--- src/rtl/random_range_gen.sv ---
// Pseudo-random value generator: free-running 16-bit LFSR, sampled on request and
// reduced modulo (MAX_VAL-MIN_VAL+1) by a 16-step restoring remainder unit.
// Optional seed-load port pair is enabled by defining RANDOM_SEED_LOAD_EN.
module random_range_gen #(
    parameter int          WIDTH   = 14,
    parameter int          MIN_VAL = 1000,
    parameter int          MAX_VAL = 3000,
    parameter logic [15:0] SEED    = 16'hACE1
) (
    input  logic             Clk,
    input  logic             Rst,
`ifdef RANDOM_SEED_LOAD_EN
    input  logic [15:0]      Seed,
    input  logic             SeedLoad,
`endif
    input  logic             Req,
    output logic             Ready,
    output logic             Valid,
    output logic [WIDTH-1:0] RandomValue
);

    localparam int             RANGE   = MAX_VAL - MIN_VAL + 1;
    localparam logic [WIDTH:0] RANGE_W = (WIDTH+1)'(RANGE);
    localparam logic [WIDTH-1:0] MIN_W = WIDTH'(MIN_VAL);

    typedef enum logic [0:0] {
        ST_IDLE = 1'b0,
        ST_BUSY = 1'b1
    } state_t;

    // Fibonacci LFSR step, taps 16/14/13/11.
    function automatic logic [15:0] lfsr_step(input logic [15:0] l);
        lfsr_step = {l[14:0], l[15] ^ l[13] ^ l[12] ^ l[10]};
    endfunction

    state_t           state_r;
    state_t           state_nxt_s;
    logic [15:0]      lfsr_r;
    logic [15:0]      lfsr_nxt_s;
    logic [15:0]      sample_r;
    logic [15:0]      sample_nxt_s;
    logic [3:0]       count_r;
    logic [3:0]       count_nxt_s;
    logic [WIDTH:0]   rem_r;
    logic [WIDTH:0]   rem_nxt_s;
    logic [WIDTH:0]   rem_shift_s;
    logic [WIDTH:0]   rem_step_s;
    logic             ready_r;
    logic             ready_nxt_s;
    logic             valid_r;
    logic             valid_nxt_s;
    logic [WIDTH-1:0] value_r;
    logic [WIDTH-1:0] value_nxt_s;

    // LFSR next value: shift every cycle, optionally replaced by a seed load.
    always_comb begin
        lfsr_nxt_s = lfsr_step(lfsr_r);
`ifdef RANDOM_SEED_LOAD_EN
        if (SeedLoad) begin
            // A zero seed would lock the LFSR, so fall back to the default seed.
            lfsr_nxt_s = (Seed == 16'h0000) ? SEED : Seed;
        end else begin
            lfsr_nxt_s = lfsr_step(lfsr_r);
        end
`endif
    end

    // One restoring remainder step, consuming the sample MSB first.
    always_comb begin
        rem_shift_s = {rem_r[WIDTH-1:0], sample_r[15]};
        if (rem_shift_s >= RANGE_W) begin
            rem_step_s = rem_shift_s - RANGE_W;
        end else begin
            rem_step_s = rem_shift_s;
        end
    end

    // Control FSM next-state and datapath next values.
    always_comb begin
        state_nxt_s  = state_r;
        sample_nxt_s = sample_r;
        count_nxt_s  = count_r;
        rem_nxt_s    = rem_r;
        ready_nxt_s  = ready_r;
        valid_nxt_s  = 1'b0;
        value_nxt_s  = value_r;
        case (state_r)
            ST_IDLE: begin
                if (Req) begin
                    sample_nxt_s = lfsr_r;
                    rem_nxt_s    = {(WIDTH+1){1'b0}};
                    count_nxt_s  = 4'd0;
                    state_nxt_s  = ST_BUSY;
                    ready_nxt_s  = 1'b0;
                end else begin
                    ready_nxt_s  = 1'b1;
                end
            end
            ST_BUSY: begin
                rem_nxt_s    = rem_step_s;
                sample_nxt_s = {sample_r[14:0], 1'b0};
                count_nxt_s  = count_r + 4'd1;
                if (count_r == 4'd15) begin
                    // rem < RANGE, so the sum never exceeds MAX_VAL.
                    value_nxt_s = MIN_W + rem_step_s[WIDTH-1:0];
                    valid_nxt_s = 1'b1;
                    ready_nxt_s = 1'b1;
                    state_nxt_s = ST_IDLE;
                end else begin
                    ready_nxt_s = 1'b0;
                end
            end
            default: begin
                state_nxt_s = ST_IDLE;
                ready_nxt_s = 1'b1;
            end
        endcase
    end

    // LFSR register.
    always_ff @(posedge Clk) begin
        if (Rst) begin
            lfsr_r <= SEED;
        end else begin
            lfsr_r <= lfsr_nxt_s;
        end
    end

    // FSM state and datapath registers; reset aborts any computation.
    always_ff @(posedge Clk) begin
        if (Rst) begin
            state_r  <= ST_IDLE;
            sample_r <= 16'h0000;
            count_r  <= 4'd0;
            rem_r    <= {(WIDTH+1){1'b0}};
            ready_r  <= 1'b1;
            valid_r  <= 1'b0;
            value_r  <= MIN_W;
        end else begin
            state_r  <= state_nxt_s;
            sample_r <= sample_nxt_s;
            count_r  <= count_nxt_s;
            rem_r    <= rem_nxt_s;
            ready_r  <= ready_nxt_s;
            valid_r  <= valid_nxt_s;
            value_r  <= value_nxt_s;
        end
    end

    assign Ready       = ready_r;
    assign Valid       = valid_r;
    assign RandomValue = value_r;

endmodule

--- config.mk ---
export PLATFORM = sky130hd
export DESIGN_NAME = random_range_gen
export DESIGN_NICKNAME = d
export VERILOG_FILES = /design/src/rtl/random_range_gen.sv
export SDC_FILE = /design/constraint.sdc
export NUM_CORES = 1
export LEC_CHECK = 0
export CAP_MARGIN = 15
export CORE_MARGIN = 3
export CORE_UTILIZATION = 60
export CTS_BUF_LIST = sky130_fd_sc_hd__clkbuf_8
export DETAILED_ROUTE_END_ITERATION = 7
export PLACE_DENSITY = 0.91
export SLEW_MARGIN = 20
export SYNTH_ARGS = -nofsm -noshare
export SYNTH_HDL_FRONTEND = slang
export SYNTH_SLANG_ARGS = --single-unit
--- constraint.sdc ---
create_clock -name Clk -period 4.6 [get_ports Clk]
set_clock_uncertainty 0.1 [all_clocks]
set_input_delay 0.46 -clock Clk [delete_from_list [all_inputs] [get_ports Clk]]
set_output_delay 0.46 -clock Clk [all_outputs]
set_load 0.01 [all_outputs]
* Word-level counts from Yosys, hierarchy flattened
Cells that the tools add are included.
** Cells by class
- $add $sub $neg :: 3
- Bitwise gates (word level) :: 4
- Muxes and demuxes :: 13
- Equal/unequal tests :: 2
- Magnitude comparators :: 1
- Reductions and logical operators :: 2
** Operators with widths (count)
- $pmux 16 s2 :: 1
- $mux 14 :: 2
- $pmux 14 s2 :: 1
- $mux 16 :: 1
- $ge 15x11->1 const B :: 1
- $add 10x14->14 const A :: 1
- $sub 14x11->14 const B :: 1
- $pmux 4 s2 :: 1
- $add 4x1->4 const B :: 1
- $eq 4x4->1 const B :: 1
- $mux 1 :: 4
- $mux 4 :: 1
- $pmux 1 s2 :: 2
- $xor 1x1->1 :: 3
- $ne 2x2->1 const B :: 1
- $reduce_and 2->1 :: 1
- $reduce_or 2->1 :: 1
- $not 1->1 :: 1
** Word-level totals
- Word-level logic and storage cells :: 33
- Flip-flop bits (word level) :: 67
- Output and inout port bits :: 16
- Bits of input ports :: 3

* Logic depth before layout (Yosys ltp)
Gate-level depths: netlist of run 1.
- Depth after elaboration :: 3
- Depth in mapped cells :: 13
- Depth with buffers taken out :: 12

* Least setup slack after synthesis of run 1
No wires, ideal clock.
- Path type :: flip-flop to flip-flop
- From :: register sample_r[15]
- To :: register value_r[13] (netlist: RandomValue[13])
- Path buffers :: 1
- Period minus slack after synthesis :: 2.804 ns
- Required time :: 4.371 ns
- Stages on the path, launching flop included :: 13
- Library setup time :: 0.129 ns
- Slack :: 1.796 ns
- Arrival :: 2.575 ns
- Cell sequence :: dfxtp_1 -> ha_1 -> nand2b_1 -> a31oi_1 -> a21o_1 -> buf_2 -> nand2_1 -> xnor2_1 -> ha_1 -> nor4_2 -> a2111oi_4 -> xnor2_1 -> a21oi_1
** On the way
- Word-level cells in the longest chain between the ends :: 3
- Elaborated cells between the ends (all ways) :: 4
- Classes of those cells :: add/sub (2); order compare (1); mux (1)
** RTL lines
- from (decl) :: RTL line 40 : logic [15:0] sample_r;
- from (signal assigned) :: RTL line 141 : sample_r <= sample_nxt_s;
- $sub 14x11->14 or $ge 15x11->1 (tied branches) :: RTL line 72, 71
- $mux 14 (*) :: RTL line 71 : if (rem_shift_s >= RANGE_W) begin
- $add 10x14->14 (*) :: RTL line 105 : value_nxt_s = MIN_W + rem_step_s[WIDTH-1:0];
- to (signal assigned) :: RTL line 146 : value_r <= value_nxt_s;
- to (decl) :: RTL line 52 : logic [WIDTH-1:0] value_r;
Every way passes the cells marked *; elsewhere a longest branch is shown, timed or not.
A chain may end at the register's enable or synchronous reset.

* Worst setup path in the final report of run 1
- From :: register rem_r[4]
- To :: register value_r[13] (netlist: RandomValue[13])
** On the way
- Word-level cells in the longest chain between the ends :: 3
- Elaborated cells between the ends (all ways) :: 4
- Classes of those cells :: add/sub (2); order compare (1); mux (1)
** RTL lines
- from (decl) :: RTL line 44 : logic [WIDTH:0] rem_r;
- from (signal assigned) :: RTL line 135 : rem_r <= {(WIDTH+1){1'b0}};
- from (signal assigned) :: RTL line 143 : rem_r <= rem_nxt_s;
- $sub 14x11->14 or $ge 15x11->1 (tied branches) :: RTL line 72, 71
- $mux 14 (*) :: RTL line 71
- $add 10x14->14 (*) :: RTL line 105
Marks and branches as above.

==> results_dict.tcl, run 1 <==
set metrics [dict create \
    met3_length_um 412 \
    syn_area_mm2 0.00324 \
    highest_layer "met4" \
    status "completed" \
    cp_common_cell "xnor2_1" \
    hpwl_mm 4.68 \
    hold_viol 0 \
    grt_setup_unrepaired "no" \
    slowest_stage "nor4_2" \
    syn-mean-instance-area_um2 8.38 \
    first_pass_iters 5 \
    routedWlPerCell_um 15.2 \
    min_period_ps 3350 \
    startpoint "rem_r[4]" \
    clock_latency_ps 350 \
    synth_edf_count 0 \
    syn_inst 386 \
    grt_antenna_before_repair 0 \
    setup_viol 0 \
    initial_utilization 0.626 \
    io_buffers 18 \
    layout_setup_ws_ps 1250 \
    gp_congestion 0.965 \
    ir_drop_mv 0.224 \
    final_util 0.701 \
    vias 2762 \
    root_buffer "clkbuf_8" \
    htreeDepth 3 \
    cts_resized 0 \
    grt_max_degree 71 \
    synth_top_area_share 0.415 \
    cts_sinks 67 \
    worst-endpoint-required_ps 4720 \
    async_reset_ff_frac 0 \
    synth_nets 393 \
    num_rows 26 \
    grt_pass1_vias 2510 \
    yosysTopAreaCell "dfxtp_1" \
    fin_nets 400 \
    finalCritPeriodShare 0.728 \
    clock.fmax_mhz 298 \
    layout-drive-gt1-share 0.103 \
    min_path_type "flop to flop" \
    worst_pin_slew_ps 644 \
    setup_tns_ps 0 \
    min_from "lfsr_r[9]" \
    relSlewSlack 0.570 \
    grt_overflow 0 \
    cp_cell_sequence "clkinv_1 > a31oi_1 > a21o_1 > nand2_1 > xnor2_1 > ha_1 > nor4_2 > a2111oi_4 > xnor2_1 > a21oi_1" \
    drt-met1-wl_mm 3.15 \
    cp-start-kind "flop" \
    grt_pass1_wl_mm 12.0 \
    synthDistinctLibCells 57 \
    place_ws_ps 1310 \
    ant_nets 0 \
    worst-setup-path-type "flop to flop" \
    p_per_area_mw_per_mm2 333 \
    drc 0 \
    die_x_um 79.4 \
    regArea_mm2 0.00134 \
    worstPathArrival_ps 3470 \
    diodes 0 \
    clk_pin_slew_ps 70 \
    ios 19 \
    cts_buffers 9 \
    synthTopCellsByArea "dfxtp_1 (41%), a21oi_1 (7.3%), nor2_1 (7.0%)" \
    ctsHoldBuffers 0 \
    routed_wl_mm 7.10 \
    synth_common_cells "dfxtp_1 (67), nor2_1 (60), a21oi_1 (47)" \
    wl_met2_mm 3.41 \
    synth_seq_area_share 0.415 \
    grtUsageTotal 0.246 \
    drt_iter0_markers 264 \
    clk_path_buf_depth 2 \
    power.leakage_nw 1.41 \
    cts_setup_buffers 0 \
    die_area_mm2 0.00631 \
    drv_cap 0 \
    r2r_start "rem_r[4]" \
    multi_input_area_mm2 0.00174 \
    design.core.area_mm2 0.00517 \
    cp-end-kind "flop" \
    synth_flop_cell "dfxtp_1" \
    die_h_um 79.4 \
    max_stage_delay_ps 600 \
    drv_slew 0 \
    ys_seq_elements 67 \
    cp_max_fo 12 \
    yosys_warnings 0 \
    n_fill_cell 374 \
    avgViaCountPerCell 5.90 \
    yosysMostFrequentCell "dfxtp_1" \
    synthToLayoutAreaGrowth_pct 12.1 \
    cts_tree "yes" \
]
-- power breakdown --
group | internal (W) | total, W | switching, W | leakage, nW
sequential | 0.000601 | 0.000615 | 0.0000138 | 0.548
clock | 0.000280 | 0.000512 | 0.000231 | 0.0978
combinational | 0.0000327 | 0.0000831 | 0.0000504 | 0.767
-- worst paths after layout --
| check | cells after the start | end | slack (ps) |
|---|---|---|---|
| worst max-delay path | 10 | RandomValue[13] | 1250 |
| worst min register to register | 1 | lfsr_r[10] | 360 |
| worst max register to register | 10 | RandomValue[13] | 1250 |
| worst min-delay path | 1 | lfsr_r[10] | 360 |
-- layout make-up --
type,count,area share
tap,70,0.0241
sequential,67,0.370
multi-input combinational,280,0.478
inverter,13,0.0135
timing repair buffer,22,0.0552
clock buffer,11,0.0417
clock inverter,5,0.0169
-- state kept, by name (all words and copies together), names as in the netlist --
register,count
count_r,4
sample_r,16
state_r,1
RandomValue,14
Ready,1
Valid,1
lfsr_r,16
rem_r,14
-- metrics by stage --
stage	hold WS (ps)	total power, W	cell area [um^2]	std cells
2_1_floorplan	317	0.000692	3240	386
6_report	361	0.00121	3630	468
3_5_place_dp	336	0.000710	3420	452
5_1_grt	383	0.00126	3630	468
4_1_cts	360	0.00122	3630	468
3_3_place_gp	326	0.000707	3420	452
-- cell usage in the layout (no fill, tap or decap), types with 2 or more instances in the layout --
master / netlist / routed
clkinvlp_4: 0 / 3
dfxtp_1: 67 / 66
clkbuf_8: 0 / 11
nor4_1: 2 / 2
o21ai_0: 8 / 8
o211ai_1: 7 / 7
clkdlybuf4s50_1: 0 / 16
a311oi_1: 3 / 3
a21o_1: 2 / 2
nand4_1: 3 / 3
nor3_1: 15 / 15
clkinv_1: 2 / 2
mux2i_1: 17 / 17
ha_1: 4 / 4
nand2_1: 26 / 26
nor3b_1: 8 / 8
buf_4: 0 / 4
xnor2_1: 11 / 11
a211oi_1: 3 / 3
xor2_1: 6 / 6
nand2b_1: 2 / 2
nand3_1: 10 / 10
inv_1: 11 / 11
a21oi_1: 47 / 47
or2_2: 7 / 7
nor2b_1: 8 / 8
buf_2: 4 / 2
nand3b_1: 2 / 2
nor2_1: 60 / 60
-- worst max-delay path, delay by kind of cell, from the launching register on --
kind	cells	cell delay [ps]
AOI/OAI and AO/OA	4	940
xor gates and xnor gates	2	390
adders and majority gates	1	270
buffers and inverters	1	310
DFF	1	510
and+or+nand+nor	2	710
-- logic make-up (layout without fill, tap and decap cells) --
| kind of cell | Yosys count | in the layout | share of synthesized area |
|---|---|---|---|
| adders and majority gates | 4 | 4 | 0.0155 |
| buffers and inverters | 39 | 51 | 0.0491 |
| AOI/OAI and AO/OA | 87 | 87 | 0.178 |
| and+or+nand+nor | 155 | 155 | 0.244 |
| muxes | 17 | 17 | 0.0526 |
| xor gates and xnor gates | 17 | 17 | 0.0460 |
| DFF | 67 | 67 | 0.415 |
-- per-layer routing --
layer / up-vias / GRT usage
met5: - / 0
met4: 0 / 0.0928
met3: 13 / 0.0756
met1: 1293 / 0.321
met2: 87 / 0.381
li1: 1369 / -
Power figures use the tool's default switching activity.
==> inputs of run 2 (changes only) <==
==> constraint.sdc (replaced) <==
create_clock -name Clk -period 3.31 [get_ports Clk]
set_clock_uncertainty 0.1 [all_clocks]
set_input_delay 0.331 -clock Clk [delete_from_list [all_inputs] [get_ports Clk]]
set_output_delay 0.331 -clock Clk [all_outputs]
set_load 0.01 [all_outputs]
==> run 2 against run 1 <==
Net effect: cell area grew 0.83%; sequential power grew 40%; worst setup slack lost 910 ps; combinational power grew 32%; largest power group unchanged; total power grew 37%.
==> results_dict.tcl, run 2 (synthesized netlist as in run 1, its figures left out) <==
set metrics [dict create \
    layout-drive-gt1-share 0.112 \
    cts_buffers 9 \
    drv_cap 0 \
    worstPathArrival_ps 3080 \
    drc 0 \
    routed_wl_mm 6.94 \
    min_path_type "input pin to flop" \
    cp_cell_sequence "ha_1 > nand2b_1 > a31oi_1 > a21o_1 > nand2_1 > xnor2_1 > ha_1 > nor4_2 > buf_4 > a2111oi_4 > xnor2_1 > a21oi_1" \
    clk_path_buf_depth 2 \
    worst-endpoint-required_ps 3420 \
    grt_max_degree 37 \
    drt_iter0_markers 285 \
    cp_num_cells 12 \
    fin_nets 405 \
    io_buffers 18 \
    crit_buf_inv 1 \
    avgViaCountPerCell 5.94 \
    worst-setup-path-type "flop to flop" \
    min_period_ps 2970 \
    root_buffer "clkbuf_8" \
    worst_r2r_path_depth 12 \
    design.core.area_mm2 0.00517 \
    p_per_area_mw_per_mm2 452 \
    slowest_stage "dfxtp_1" \
    cp-start-kind "flop" \
    final_cell_mix "dfxtp_1 (66), nor2_1 (60), a21oi_1 (47)" \
    clock_latency_ps 350 \
    htreeDepth 3 \
    ant_nets 0 \
    seq_power_share 0.521 \
    cp_top_family "compound AO/OA/AOI/OAI gates" \
    drv_slew 0 \
    sw_frac_of_total 0.254 \
    p_int_w 0.00123 \
    cts_sinks 67 \
    clk_pin_slew_ps 80 \
    top_regs "lfsr_r x16, sample_r x16" \
    status "completed" \
    relSlewSlack 0.593 \
    ctsHoldBuffers 0 \
    cp-end-kind "flop" \
    cts_setup_buffers 0 \
    min_path_cells 2 \
    grt_overflow 0 \
    hpwl_mm 4.71 \
    grt_antenna_before_repair 0 \
    die_x_um 79.4 \
    vias 2809 \
    grt_setup_unrepaired "no" \
    max_stage_delay_ps 480 \
    diodes 0 \
    cp_max_fo 8 \
    grt_pass1_wl_mm 12.0 \
    regToRegSetupSlack_ps 340 \
    setup_viol 0 \
    n_fill_cell 413 \
    finalCritPeriodShare 0.897 \
    die_h_um 79.4 \
    initial_utilization 0.626 \
    gp_congestion 0.954 \
    first_pass_iters 5 \
    routedWlPerCell_um 14.7 \
    setup_tns_ps 0 \
    cts_tree "yes" \
    finalPower_w 0.00165 \
    combPwrFrac 0.067 \
    worst_pin_slew_ps 604 \
    grt_pass1_vias 2637 \
    clock.fmax_mhz 337 \
    grtUsageTotal 0.241 \
    power.leakage_nw 1.43 \
    ir_drop_mv 0.370 \
    layout_commonest_cell "dfxtp_1" \
    hold_viol 0 \
    ios 19 \
    p_clk_frac 0.412 \
    synthToLayoutAreaGrowth_pct 13.0 \
    num_rows 26 \
    power.switching_w 0.000420 \
    cts_resized 0 \
    die_area_mm2 0.00631 \
]
==> run 2: metal layers <==
layer	part of all wire	global-route usage	vias to the layer above
li1	-	-	1371
met1	0.44	0.292	1307
met2	0.46	0.382	106
met3	0.067	0.0880	25
met4	0.027	0.105	0
met5	0	0	-
==> run 2: worst register-to-register path, delay by kind of cell, from the launching register on <==
family,cells,cell delay [ps]
xor gates and xnor gates,2,470
AOI/OAI and AO/OA,4,930
and+or+nand+nor,3,230
adders and majority gates,2,470
buffers and inverters,1,170
DFF,1,480
==> run 2: final timing paths <==
kind	startpoint	end
worst max-delay path	sample_r[15]	RandomValue[13]
worst min-delay path	Rst	rem_r[6]
worst max register to register	sample_r[15]	RandomValue[13]
worst min register to register	RandomValue[4]	RandomValue[4]
==> run 2: stage by stage <==
| step | setup WS (ps) | util | std cells | hold slack, ps | cell area (um^2) |
|---|---|---|---|---|---|
| after floorplan | 506 | - | 386 | 317 | 3240 |
| after global placement | 524 | 0.668 | 457 | 322 | 3460 |
| after detailed placement | 393 | 0.668 | 457 | 333 | 3460 |
| after CTS | 366 | 0.707 | 473 | 229 | 3660 |
| after global routing | 126 | 0.707 | 473 | 251 | 3660 |
| final | 342 | 0.707 | 473 | 250 | 3660 |
==> run 2: final cells by class <==
cell class / instances / area (um^2) / area share
Clock buffer: 9 / 124 / 0.0339
Tap cell: 70 / 87.6 / 0.0239
Sequential cell: 67 / 1340 / 0.367
Timing Repair Buffer: 27 / 243 / 0.0664
Clock inverter: 7 / 76.3 / 0.0209
Inverter: 13 / 48.8 / 0.0133
Multi-Input combinational cell: 280 / 1740 / 0.475
==> run 2: power by group through the flow <==
stage	combinational, W	clock, W	sequential, W
after floorplan	0.0000951	0	0.000867
after global placement	0.000105	0	0.000877
after detailed placement	0.000109	0	0.000879
after CTS	0.000110	0.000697	0.000861
after global routing	0.000125	0.000728	0.000866
final	0.000110	0.000682	0.000861
==> inputs of run 3 (changes only) <==
--- a/config.mk
+++ b/config.mk
@@ -10,7 +10,8 @@
 export CORE_UTILIZATION = 60
 export CTS_BUF_LIST = sky130_fd_sc_hd__clkbuf_8
 export DETAILED_ROUTE_END_ITERATION = 7
-export PLACE_DENSITY = 0.91
+export GPL_ROUTABILITY_DRIVEN = 0
+export PLACE_DENSITY_LB_ADDON = 0.1
 export SLEW_MARGIN = 20
 export SYNTH_ARGS = -nofsm -noshare
 export SYNTH_HDL_FRONTEND = slang
==> run 3 against run 2 <==
Net effect: worst setup slack better by 130 ps; via count decreased by 4.9%; wire length down 0.60%; global-route usage fell by 0.98 points; non-clock buffer count shrank 2; utilization decreased by 0.097 points; critical path type unchanged; critical endpoint unchanged; highest routed layer unchanged.
==> results_dict.tcl, run 3 (synthesized netlist as in run 1, its figures left out) <==
set metrics [dict create \
    status "completed" \
    grt_max_degree 38 \
    die_area_mm2 0.00631 \
    whs_ps 300 \
    regArea_mm2 0.00134 \
    seq_power_share 0.510 \
    initial_utilization 0.626 \
    vias 2672 \
    num_rows 26 \
    first_pass_iters 4 \
    layout_commonest_cell "dfxtp_1" \
    cp_max_fo 12 \
    cp_cell_sequence "nor2_1 > a31oi_1 > a21o_1 > nand2_1 > xnor2_1 > ha_1 > nor4_2 > buf_4 > a2111oi_4 > xnor2_1 > a21oi_1" \
    cp-end-kind "flop" \
    p_clk_frac 0.426 \
    synthToLayoutAreaGrowth_pct 12.9 \
    ios 19 \
    setup_tns_ps 0 \
    ant_nets 0 \
    power.switching_w 0.000392 \
    p_int_w 0.00130 \
    cp-start-kind "flop" \
    finalPower_w 0.00169 \
    grtUsageTotal 0.231 \
    root_buffer "clkbuf_8" \
    grt_pass1_vias 2444 \
    drt_iter0_markers 246 \
    grt_setup_unrepaired "no" \
    clk_pin_slew_ps 70 \
    io_buffers 18 \
    diodes 0 \
    clock.fmax_mhz 353 \
    n_fill_cell 406 \
    finalCritPeriodShare 0.857 \
    cts_tree "yes" \
    drv_slew 0 \
    cts_sinks 67 \
    max_stage_delay_ps 610 \
    top_regs "lfsr_r x16, sample_r x16" \
    cp_common_cell "xnor2_1" \
    routed_wl_mm 6.90 \
    clk_path_buf_depth 2 \
    worstPathArrival_ps 2960 \
    routedWlPerCell_um 14.7 \
    sw_frac_of_total 0.232 \
    min_period_ps 2840 \
    worst-endpoint-required_ps 3430 \
    worst-setup-path-type "flop to flop" \
    drc 0 \
    grt_overflow 0 \
    setup_viol 0 \
    design.core.area_mm2 0.00517 \
    cts_resized 0 \
    ir_drop_mv 0.413 \
    slowest_stage "dfxtp_1" \
    ctsHoldBuffers 0 \
    fin_nets 403 \
    hpwl_mm 4.60 \
    grt_antenna_before_repair 0 \
    final_cell_mix "dfxtp_1 (66), nor2_1 (60), a21oi_1 (47)" \
    die_x_um 79.4 \
    hold_viol 0 \
    combPwrFrac 0.064 \
    worst_pin_slew_ps 605 \
    p_per_area_mw_per_mm2 463 \
    power.leakage_nw 1.44 \
    htreeDepth 3 \
    min_path_cells 2 \
    final_util 0.706 \
    min_path_type "input pin to flop" \
    layout-drive-gt1-share 0.0998 \
    relSlewSlack 0.592 \
    drv_cap 0 \
    die_h_um 79.4 \
    clock_latency_ps 350 \
    multi_input_area_mm2 0.00174 \
    cts_setup_buffers 0 \
    cts_buffers 9 \
    grt_pass1_wl_mm 11.4 \
    worst_r2r_path_depth 11 \
    avgViaCountPerCell 5.67 \
]
-- run 3: cell count changes in the layout (fill, tap and decap cells not counted), sizes merged --
cell,previous run,this run
clkinv,5,2
bufinv,1,2
buf,10,8
inv,12,14
-- run 3: metal layers --
metal  global-route usage  up-vias  wire [um]
met4               0.0928        0        109
li1                     -     1362          -
met1                0.271     1208       3020
met2                0.387       88       3470
met5                    0        -          0
met3               0.0767       14        306
-- run 3: worst max-delay path: cells and delay by family (launching register included) --
kind | cells | cell delay [ps]
flip-flops | 1 | 610
buffers and inverters | 1 | 170
AND/OR/NAND/NOR | 3 | 320
XOR/XNOR | 2 | 430
adder cells (fa/ha/maj) | 1 | 260
AO/OA/AOI/OAI | 4 | 820
-- run 3: cell type report --
class	instances	share of cell area
multi-input cells	280	0.475
flip-flops and latches	67	0.368
repair buffers	25	0.0624
clock buffers	9	0.0339
well taps	70	0.0240
clock inverters	7	0.0236
inverters	13	0.0134
-- run 3: power groups by stage --
stage | Sequential [W] | Combinational, W | Clock, W
CTS | 0.000861 | 0.000109 | 0.000738
finish | 0.000861 | 0.000108 | 0.000720
detailed placement | 0.000879 | 0.000108 | 0
global route | 0.000865 | 0.000122 | 0.000774
floorplan | 0.000867 | 0.0000951 | 0
global placement | 0.000878 | 0.000107 | 0
-- run 3: per-stage QoR --
step                      std cells  cell area (um^2)  setup WS (ps)
final                           471              3650            474
after global routing            471              3650            269
after CTS                       471              3650            475
after detailed placement        455              3440            503
after global placement          455              3440            643
after floorplan                 386              3240            506
-- run 3: path summary, 6_finish.rpt --
check             startpoint         endpoint  slack, ps
setup / recovery    rem_r[3]  RandomValue[13]        470
hold reg to reg    lfsr_r[6]        lfsr_r[7]        350
setup reg to reg    rem_r[3]  RandomValue[13]        470
hold / removal           Rst       count_r[1]        300
